==> config.mk <==
export PLATFORM = sky130hd
export DESIGN_NAME = smac_ctrl_flat
export DESIGN_NICKNAME = d
export VERILOG_FILES = /design/src/rtl/smac_ctrl_if.sv /design/src/rtl/smac_ctrl.sv /design/src/flat_wrapper.sv
export SDC_FILE = /design/constraint.sdc
export NUM_CORES = 1
export LEC_CHECK = 0
export ABC_CLOCK_PERIOD_IN_PS = 1950
export CAP_MARGIN = 20
export CORE_ASPECT_RATIO = 1.75
export CORE_MARGIN = 5
export CORE_UTILIZATION = 57
export DETAILED_ROUTE_END_ITERATION = 8
export PLACE_DENSITY_LB_ADDON = 0.08
export SYNTH_ARGS = -nofsm -noshare
export SYNTH_HDL_FRONTEND = slang
export SYNTH_SLANG_ARGS = --single-unit
==> constraint.sdc <==
create_clock -name clk -period 1.95 [get_ports clk]
set_input_delay 0.2925 -clock clk [delete_from_list [all_inputs] [get_ports clk]]
set_output_delay 0.2925 -clock clk [all_outputs]
set_load 0.1 [all_outputs]
==> src/rtl/smac_ctrl_if.sv <==
// rtl/smac_ctrl_if.sv - feeder handshake plus slice strobe bundle driven by smac_ctrl
interface smac_ctrl_if;
    logic       start;
    logic       in_valid;
    logic       in_ready;
    logic       busy;
    logic       w_en_a;
    logic       w_en_w;
    logic       w_en_br;
    logic       MSB_a;
    logic       w_en_ac1;
    logic       s_en_ac1;
    logic       cl_en_ac1;
    logic       MSB_w;
    logic       w_en_neg;
    logic       valid_ac2;
    logic       s_en_ac2;
    logic       cl_en_ac2;
    logic [1:0] sel_ac2_ac3;
    logic       valid_ac3;
    logic       cl_en_ac3;
    logic       out_valid;

    modport master (
        output start, in_valid,
        input  in_ready, busy, w_en_a, w_en_w, w_en_br, MSB_a,
        input  w_en_ac1, s_en_ac1, cl_en_ac1, MSB_w, w_en_neg,
        input  valid_ac2, s_en_ac2, cl_en_ac2, sel_ac2_ac3,
        input  valid_ac3, cl_en_ac3, out_valid
    );

    modport slave (
        input  start, in_valid,
        output in_ready, busy, w_en_a, w_en_w, w_en_br, MSB_a,
        output w_en_ac1, s_en_ac1, cl_en_ac1, MSB_w, w_en_neg,
        output valid_ac2, s_en_ac2, cl_en_ac2, sel_ac2_ac3,
        output valid_ac3, cl_en_ac3, out_valid
    );
endinterface

==> src/rtl/smac_ctrl.sv <==
// rtl/smac_ctrl.sv - S_MAC slice sequencer: beat counters plus a tagged 6-stage strobe pipeline
module smac_ctrl #(
    parameter int M   = 16,
    parameter int Pa  = 8,
    parameter int Pw  = 4,
    parameter int MNO = 288
) (
    input  logic       clk,
    input  logic       rst_n,
    smac_ctrl_if.slave bus
);
    localparam int NCH = (MNO + M - 1) / M;
    localparam int B   = NCH * Pw * Pa;
    localparam int AW  = $clog2(Pa);
    localparam int WW  = $clog2(Pw);
    localparam int CW  = (NCH > 4) ? $clog2(NCH) : 2;
    localparam int BW  = $clog2(B + 1);
    localparam int NST = 6;

    typedef enum logic [1:0] {ST_IDLE, ST_RUN, ST_DRAIN} state_t;

    typedef struct packed {
        logic          vld;
        logic          last;
        logic [AW-1:0] a;
        logic [WW-1:0] w;
        logic [CW-1:0] c;
    } tag_t;

    state_t        state_q, state_d;
    logic [BW-1:0] acc_q, acc_d;
    logic [AW-1:0] a_cnt_q, a_cnt_d;
    logic [WW-1:0] w_cnt_q, w_cnt_d;
    logic [CW-1:0] ch_cnt_q, ch_cnt_d;
    logic [1:0]    sel_q, sel_d;
    tag_t          tag_q [1:NST];
    tag_t          tag_d [1:NST];

    logic accept;
    logic last_beat;
    logic s3_en, s4_en, s5_en;

    // RUN is left as soon as the final beat is taken, so RUN alone means accepted < B
    assign bus.in_ready = (state_q == ST_RUN);
    assign bus.busy     = (state_q != ST_IDLE);
    assign accept       = bus.in_valid & bus.in_ready;
    assign last_beat    = (acc_q == BW'(B - 1));

    always_comb begin
        state_d  = state_q;
        acc_d    = acc_q;
        a_cnt_d  = a_cnt_q;
        w_cnt_d  = w_cnt_q;
        ch_cnt_d = ch_cnt_q;
        case (state_q)
            ST_IDLE: begin
                if (bus.start) begin
                    state_d  = ST_RUN;
                    acc_d    = '0;
                    a_cnt_d  = AW'(Pa - 1);
                    w_cnt_d  = WW'(Pw - 1);
                    ch_cnt_d = '0;
                end
            end
            ST_RUN: begin
                if (accept) begin
                    acc_d = acc_q + 1'b1;
                    if (a_cnt_q == '0) begin
                        a_cnt_d = AW'(Pa - 1);
                        if (w_cnt_q == '0) begin
                            w_cnt_d  = WW'(Pw - 1);
                            ch_cnt_d = (ch_cnt_q == CW'(NCH - 1)) ? '0 : ch_cnt_q + 1'b1;
                        end else begin
                            w_cnt_d = w_cnt_q - 1'b1;
                        end
                    end else begin
                        a_cnt_d = a_cnt_q - 1'b1;
                    end
                    if (last_beat) begin
                        state_d = ST_DRAIN;
                    end
                end
            end
            ST_DRAIN: begin
                if (bus.out_valid) begin
                    state_d = ST_IDLE;
                end
            end
            default: state_d = ST_IDLE;
        endcase
    end

    // The pipeline never stalls: a feeder bubble simply enters as an invalid tag
    always_comb begin
        tag_d[1].vld  = accept;
        tag_d[1].last = last_beat;
        tag_d[1].a    = a_cnt_q;
        tag_d[1].w    = w_cnt_q;
        tag_d[1].c    = ch_cnt_q;
        for (int i = 2; i <= NST; i++) begin
            tag_d[i] = tag_q[i-1];
        end
    end

    always_comb begin
        s3_en = tag_q[3].vld & (tag_q[3].a == '0);
        s4_en = tag_q[4].vld & (tag_q[4].a == '0);
        s5_en = tag_q[5].vld & (tag_q[5].a == '0) & (tag_q[5].w == '0);

        bus.w_en_a    = accept;
        bus.w_en_w    = accept;
        bus.w_en_br   = tag_q[1].vld;
        bus.MSB_a     = tag_q[1].vld & (tag_q[1].a == AW'(Pa - 1));
        bus.w_en_ac1  = tag_q[2].vld;
        bus.cl_en_ac1 = tag_q[2].vld & (tag_q[2].a == AW'(Pa - 1));
        bus.s_en_ac1  = tag_q[2].vld & (tag_q[2].a != AW'(Pa - 1));
        bus.w_en_neg  = s3_en;
        bus.MSB_w     = s3_en & (tag_q[3].w == WW'(Pw - 1));
        bus.valid_ac2 = s4_en;
        bus.cl_en_ac2 = s4_en & (tag_q[4].w == WW'(Pw - 1));
        bus.s_en_ac2  = s4_en & (tag_q[4].w != WW'(Pw - 1));
        bus.valid_ac3 = s5_en;
        bus.cl_en_ac3 = s5_en & (tag_q[5].c == '0);
        bus.out_valid = tag_q[6].vld & tag_q[6].last;

        sel_d = s5_en ? tag_q[5].c[1:0] : (s4_en ? tag_q[4].c[1:0] : sel_q);
        bus.sel_ac2_ac3 = sel_d;
    end

    always_ff @(posedge clk or negedge rst_n) begin
        if (!rst_n) begin
            state_q  <= ST_IDLE;
            acc_q    <= '0;
            a_cnt_q  <= '0;
            w_cnt_q  <= '0;
            ch_cnt_q <= '0;
            sel_q    <= '0;
            for (int i = 1; i <= NST; i++) begin
                tag_q[i] <= '0;
            end
        end else begin
            state_q  <= state_d;
            acc_q    <= acc_d;
            a_cnt_q  <= a_cnt_d;
            w_cnt_q  <= w_cnt_d;
            ch_cnt_q <= ch_cnt_d;
            sel_q    <= sel_d;
            for (int i = 1; i <= NST; i++) begin
                tag_q[i] <= tag_d[i];
            end
        end
    end
endmodule

==> src/flat_wrapper.sv <==
// flat-port wrapper written by rule: the top's interface ports become plain ports
module smac_ctrl_flat 
#(
    parameter int M   = 16,
    parameter int Pa  = 8,
    parameter int Pw  = 4,
    parameter int MNO = 288
)
  (clk, rst_n, bus_start, bus_in_valid, bus_in_ready, bus_busy, bus_w_en_a, bus_w_en_w, bus_w_en_br, bus_MSB_a, bus_w_en_ac1, bus_s_en_ac1, bus_cl_en_ac1, bus_MSB_w, bus_w_en_neg, bus_valid_ac2, bus_s_en_ac2, bus_cl_en_ac2, bus_sel_ac2_ac3, bus_valid_ac3, bus_cl_en_ac3, bus_out_valid);
  smac_ctrl_if bus_i ();
  input  logic clk;
  input  logic rst_n;
  input wire logic [$bits(bus_i.start)-1:0] bus_start;
  input wire logic [$bits(bus_i.in_valid)-1:0] bus_in_valid;
  output wire logic [$bits(bus_i.in_ready)-1:0] bus_in_ready;
  output wire logic [$bits(bus_i.busy)-1:0] bus_busy;
  output wire logic [$bits(bus_i.w_en_a)-1:0] bus_w_en_a;
  output wire logic [$bits(bus_i.w_en_w)-1:0] bus_w_en_w;
  output wire logic [$bits(bus_i.w_en_br)-1:0] bus_w_en_br;
  output wire logic [$bits(bus_i.MSB_a)-1:0] bus_MSB_a;
  output wire logic [$bits(bus_i.w_en_ac1)-1:0] bus_w_en_ac1;
  output wire logic [$bits(bus_i.s_en_ac1)-1:0] bus_s_en_ac1;
  output wire logic [$bits(bus_i.cl_en_ac1)-1:0] bus_cl_en_ac1;
  output wire logic [$bits(bus_i.MSB_w)-1:0] bus_MSB_w;
  output wire logic [$bits(bus_i.w_en_neg)-1:0] bus_w_en_neg;
  output wire logic [$bits(bus_i.valid_ac2)-1:0] bus_valid_ac2;
  output wire logic [$bits(bus_i.s_en_ac2)-1:0] bus_s_en_ac2;
  output wire logic [$bits(bus_i.cl_en_ac2)-1:0] bus_cl_en_ac2;
  output wire logic [$bits(bus_i.sel_ac2_ac3)-1:0] bus_sel_ac2_ac3;
  output wire logic [$bits(bus_i.valid_ac3)-1:0] bus_valid_ac3;
  output wire logic [$bits(bus_i.cl_en_ac3)-1:0] bus_cl_en_ac3;
  output wire logic [$bits(bus_i.out_valid)-1:0] bus_out_valid;
  assign bus_i.start = bus_start;
  assign bus_i.in_valid = bus_in_valid;
  assign bus_in_ready = bus_i.in_ready;
  assign bus_busy = bus_i.busy;
  assign bus_w_en_a = bus_i.w_en_a;
  assign bus_w_en_w = bus_i.w_en_w;
  assign bus_w_en_br = bus_i.w_en_br;
  assign bus_MSB_a = bus_i.MSB_a;
  assign bus_w_en_ac1 = bus_i.w_en_ac1;
  assign bus_s_en_ac1 = bus_i.s_en_ac1;
  assign bus_cl_en_ac1 = bus_i.cl_en_ac1;
  assign bus_MSB_w = bus_i.MSB_w;
  assign bus_w_en_neg = bus_i.w_en_neg;
  assign bus_valid_ac2 = bus_i.valid_ac2;
  assign bus_s_en_ac2 = bus_i.s_en_ac2;
  assign bus_cl_en_ac2 = bus_i.cl_en_ac2;
  assign bus_sel_ac2_ac3 = bus_i.sel_ac2_ac3;
  assign bus_valid_ac3 = bus_i.valid_ac3;
  assign bus_cl_en_ac3 = bus_i.cl_en_ac3;
  assign bus_out_valid = bus_i.out_valid;
  smac_ctrl #(.M(M), .Pa(Pa), .Pw(Pw), .MNO(MNO)) u_core (.clk(clk), .rst_n(rst_n), .bus(bus_i));
endmodule
==> qor.yml <==
firstDrtPassIters: 4
die_w_um: 65.91
tns_ns: -0.8712
grt_pass1_vias: 2051
areaGrowthSynthToFinish_pct: 26.48
irDropWorstVdd_mv: 0.6900
slew_violations: 0
n_fill_cell: 336
setup_viol: 5
synth_top_area_cell: "dfrtp_1"
grt.overflow.total: 0
syn_nets: 227
synthMuxAreaShare: 0.03652
r2r_start: "u_core.a_cnt_q[0]"
seqCellArea_um2: 2153
min_to: "u_core.tag_d[16]"
fmax_mhz: 448.0
slowest_delay_ns: 0.41
synth_compound_area_frac: 0.06180
num_vias: 1807
cp_data_arrival_time_ns: 1.94
cts_max_path_buffers: 2
max_slew_margin: 0.6446
ys_seq_area_frac: 0.6902
synth_top_cell_area_share: 0.6902
vias_per_cell: 5.362
required_ns: 1.66
io_buffers: 22
ys_seq_elements: 86
cp-start-kind: "flop"
cp_max_fo: 4
synth-simple-area-share: 0.1569
globalRouteTotalUtil: 0.1828
grt_max_degree: 59
synth_adder_area_share: 0.02408
cts_tree: "yes"
worst_slew_pin_slew_ns: 0.5311
die_y_um: 107.8
leakage_nw: 1.734
crit_top_cell: "mux2_4"
multiInputGateArea_um2: 958.4
power_density_nw_per_um2: 1324
synth_top_family_by_area: "simple AND/OR/NAND/NOR gates"
final_core_util: 0.7443
drv_cap: 0
synthCells: 217
yosys-top-cells-count: "dfrtp_1, inv_1, nand2_1"
htreeDepth: 3
dp_cells: 316
rrSetupSlack_ns: 0.14
clock-sinks: 86
hold_viol: 0
gp_congestion: 0.9115
fp.coreArea_um2: 5299
grt_pass1_wl_mm: 9.694
hold_start: "u_core.tag_d[28]"
path_depth: 5
ys_types: 49
final_cells: 337
period_minus_slack_ns: 2.232
antenna_found_initial: 0
placed_area_um2: 3670
die_area_um2: 7108
critical_path.slowest_cell: "dfrtp_1"
worstSkewPairLatency_ns: 0.34
fin_crit_sh: 1.145
drc: 0
yosysWarnings: 0
critical_path.top_delay_family: "multiplexers"
holdWs_ns: 0.3421
drt-wirelength-per-cell_um: 15.99
netlist_area_um2: 3118
synth_enable_flop_cells: 0
hp-class: "flop to flop"
nNetsFinal: 268
ys_top_cells_by_area: "dfrtp_1, ha_1, mux2_2"
synthXorXnorAreaFrac: 0.002809
crit_buf_inv: 2
io_pins: 23
fin_ws_ns: -0.2822
cts-root-buf: "clkbuf_8"
start_util: 0.5884
rsz0062_at_grt: "true"
dp.final_hpwl_mm: 3.981
numCtsBuffers: 9
yosysMostFrequentCell: "dfrtp_1"
critPathKind: "flop to primary output"
violations: "negative setup slack"
drive_gt1_frac: 0.2852
avgSynthCellArea_um2: 14.37
rows: 35
cp_cell_sequence: "nor4b_4 -> buf_6 -> mux2_4 -> mux2_4 -> buf_12"
skew_ns: 0.008175
synth-main-ff-cell: "dfrtp_1"
async_flop_share: 1.000
status: "finished, violations left"
n_antenna_cell: 0
end_kind: "primary output"
postRouteAntennaNets: 0
r2r-end: "u_core.ch_cnt_q[4]"
routed_wl_mm: 5.389
finish.instance_area_um2: 3944
rr_worst_depth: 6
whs_path_depth: 0
drtIter0Drc: 69
cts.reportedPaths.clkPinSlew_ns: 0.08
[stage by stage]
stage / total power [mW] / worst slack [ns]
after floorplan: 3.484 / -0.7546
after global placement: 3.908 / 0.04387
after detailed placement: 4.028 / -0.02574
after CTS: 5.278 / -0.3174
after global routing: 5.522 / -0.4027
final: 5.222 / -0.2822
[routing by layer]
metal | vias up | share of wire | global-route usage
li1 | 852 | - | -
met1 | 907 | 0.37 | 0.1969
met2 | 37 | 0.58 | 0.3202
met3 | 11 | 0.030 | 0.05016
met4 | 0 | 0.021 | 0.09050
met5 | - | 0 | 0
[cell type report]
| cell class | instances | area share |
|---|---|---|
| Sequential cell | 86 | 0.5460 |
| Timing Repair Buffer | 35 | 0.1253 |
| Inverter | 11 | 0.01142 |
| Clock inverter | 5 | 0.01491 |
| Tap cell | 74 | 0.02348 |
| Multi-Input combinational cell | 115 | 0.2430 |
| Clock buffer | 11 | 0.03585 |
[flip-flops by register name, summed over array words and instances, names as in the netlist]
name                 flops
u_core.state_q           2
u_core.ch_cnt_q          5
u_core.w_cnt_q           2
u_core.bus.w_en_br       1
u_core.tag_q             2
u_core.acc_q            10
u_core.bus.w_en_ac1      1
u_core.a_cnt_q           3
u_core.sel_q             2
u_core.tag_d            58
[placed cells by master, fill, tap and decap left out, types with 4 or more instances in the layout]
cell      Yosys  layout
nor2_1        8       7
a21oi_1       8       7
clkbuf_8      0      10
nand3_1       8       8
or4_1         6       6
dfrtp_1      86      85
inv_1        11      10
buf_12        0      17
o31ai_1       4       4
ha_1          6       6
mux2_4        0       4
buf_4         3      12
nand2_1      10      10
[logic make-up after synthesis]
family / count (synthesis)
buf+inv: 16
flops: 86
compound gates: 28
xor+xnor: 1
mux: 10
simple gates: 70
fa+ha+maj: 6
[worst max-delay path by stage]
stage | start | endpoint
6_report | u_core.tag_d[20] | bus_sel_ac2_ac3[0]
5_1_grt | u_core.tag_d[20] | bus_sel_ac2_ac3[0]
4_1_cts | u_core.tag_d[20] | bus_sel_ac2_ac3[0]
3_5_place_dp | u_core.tag_d[21] | bus_sel_ac2_ac3[0]
3_3_place_gp | u_core.tag_d[21] | bus_sel_ac2_ac3[1]
2_1_floorplan | u_core.tag_d[21] | bus_sel_ac2_ac3[0]
[repair_timing]
action                                  4_1_cts  5_1_grt
pin swaps                                     1        1
endpoints found under the hold margin        28        0
hold buffers                                  1        0
endpoints found under the setup margin        5       10
buffers inserted                              3        1
resized for setup                             5        4
[report_power, final]
group	internal, mW	switching, mW
registers	2.30	0.380
clock network	0.627	0.578
logic	0.547	0.789
total	3.48	1.75
Power figures use the tool's default switching activity.
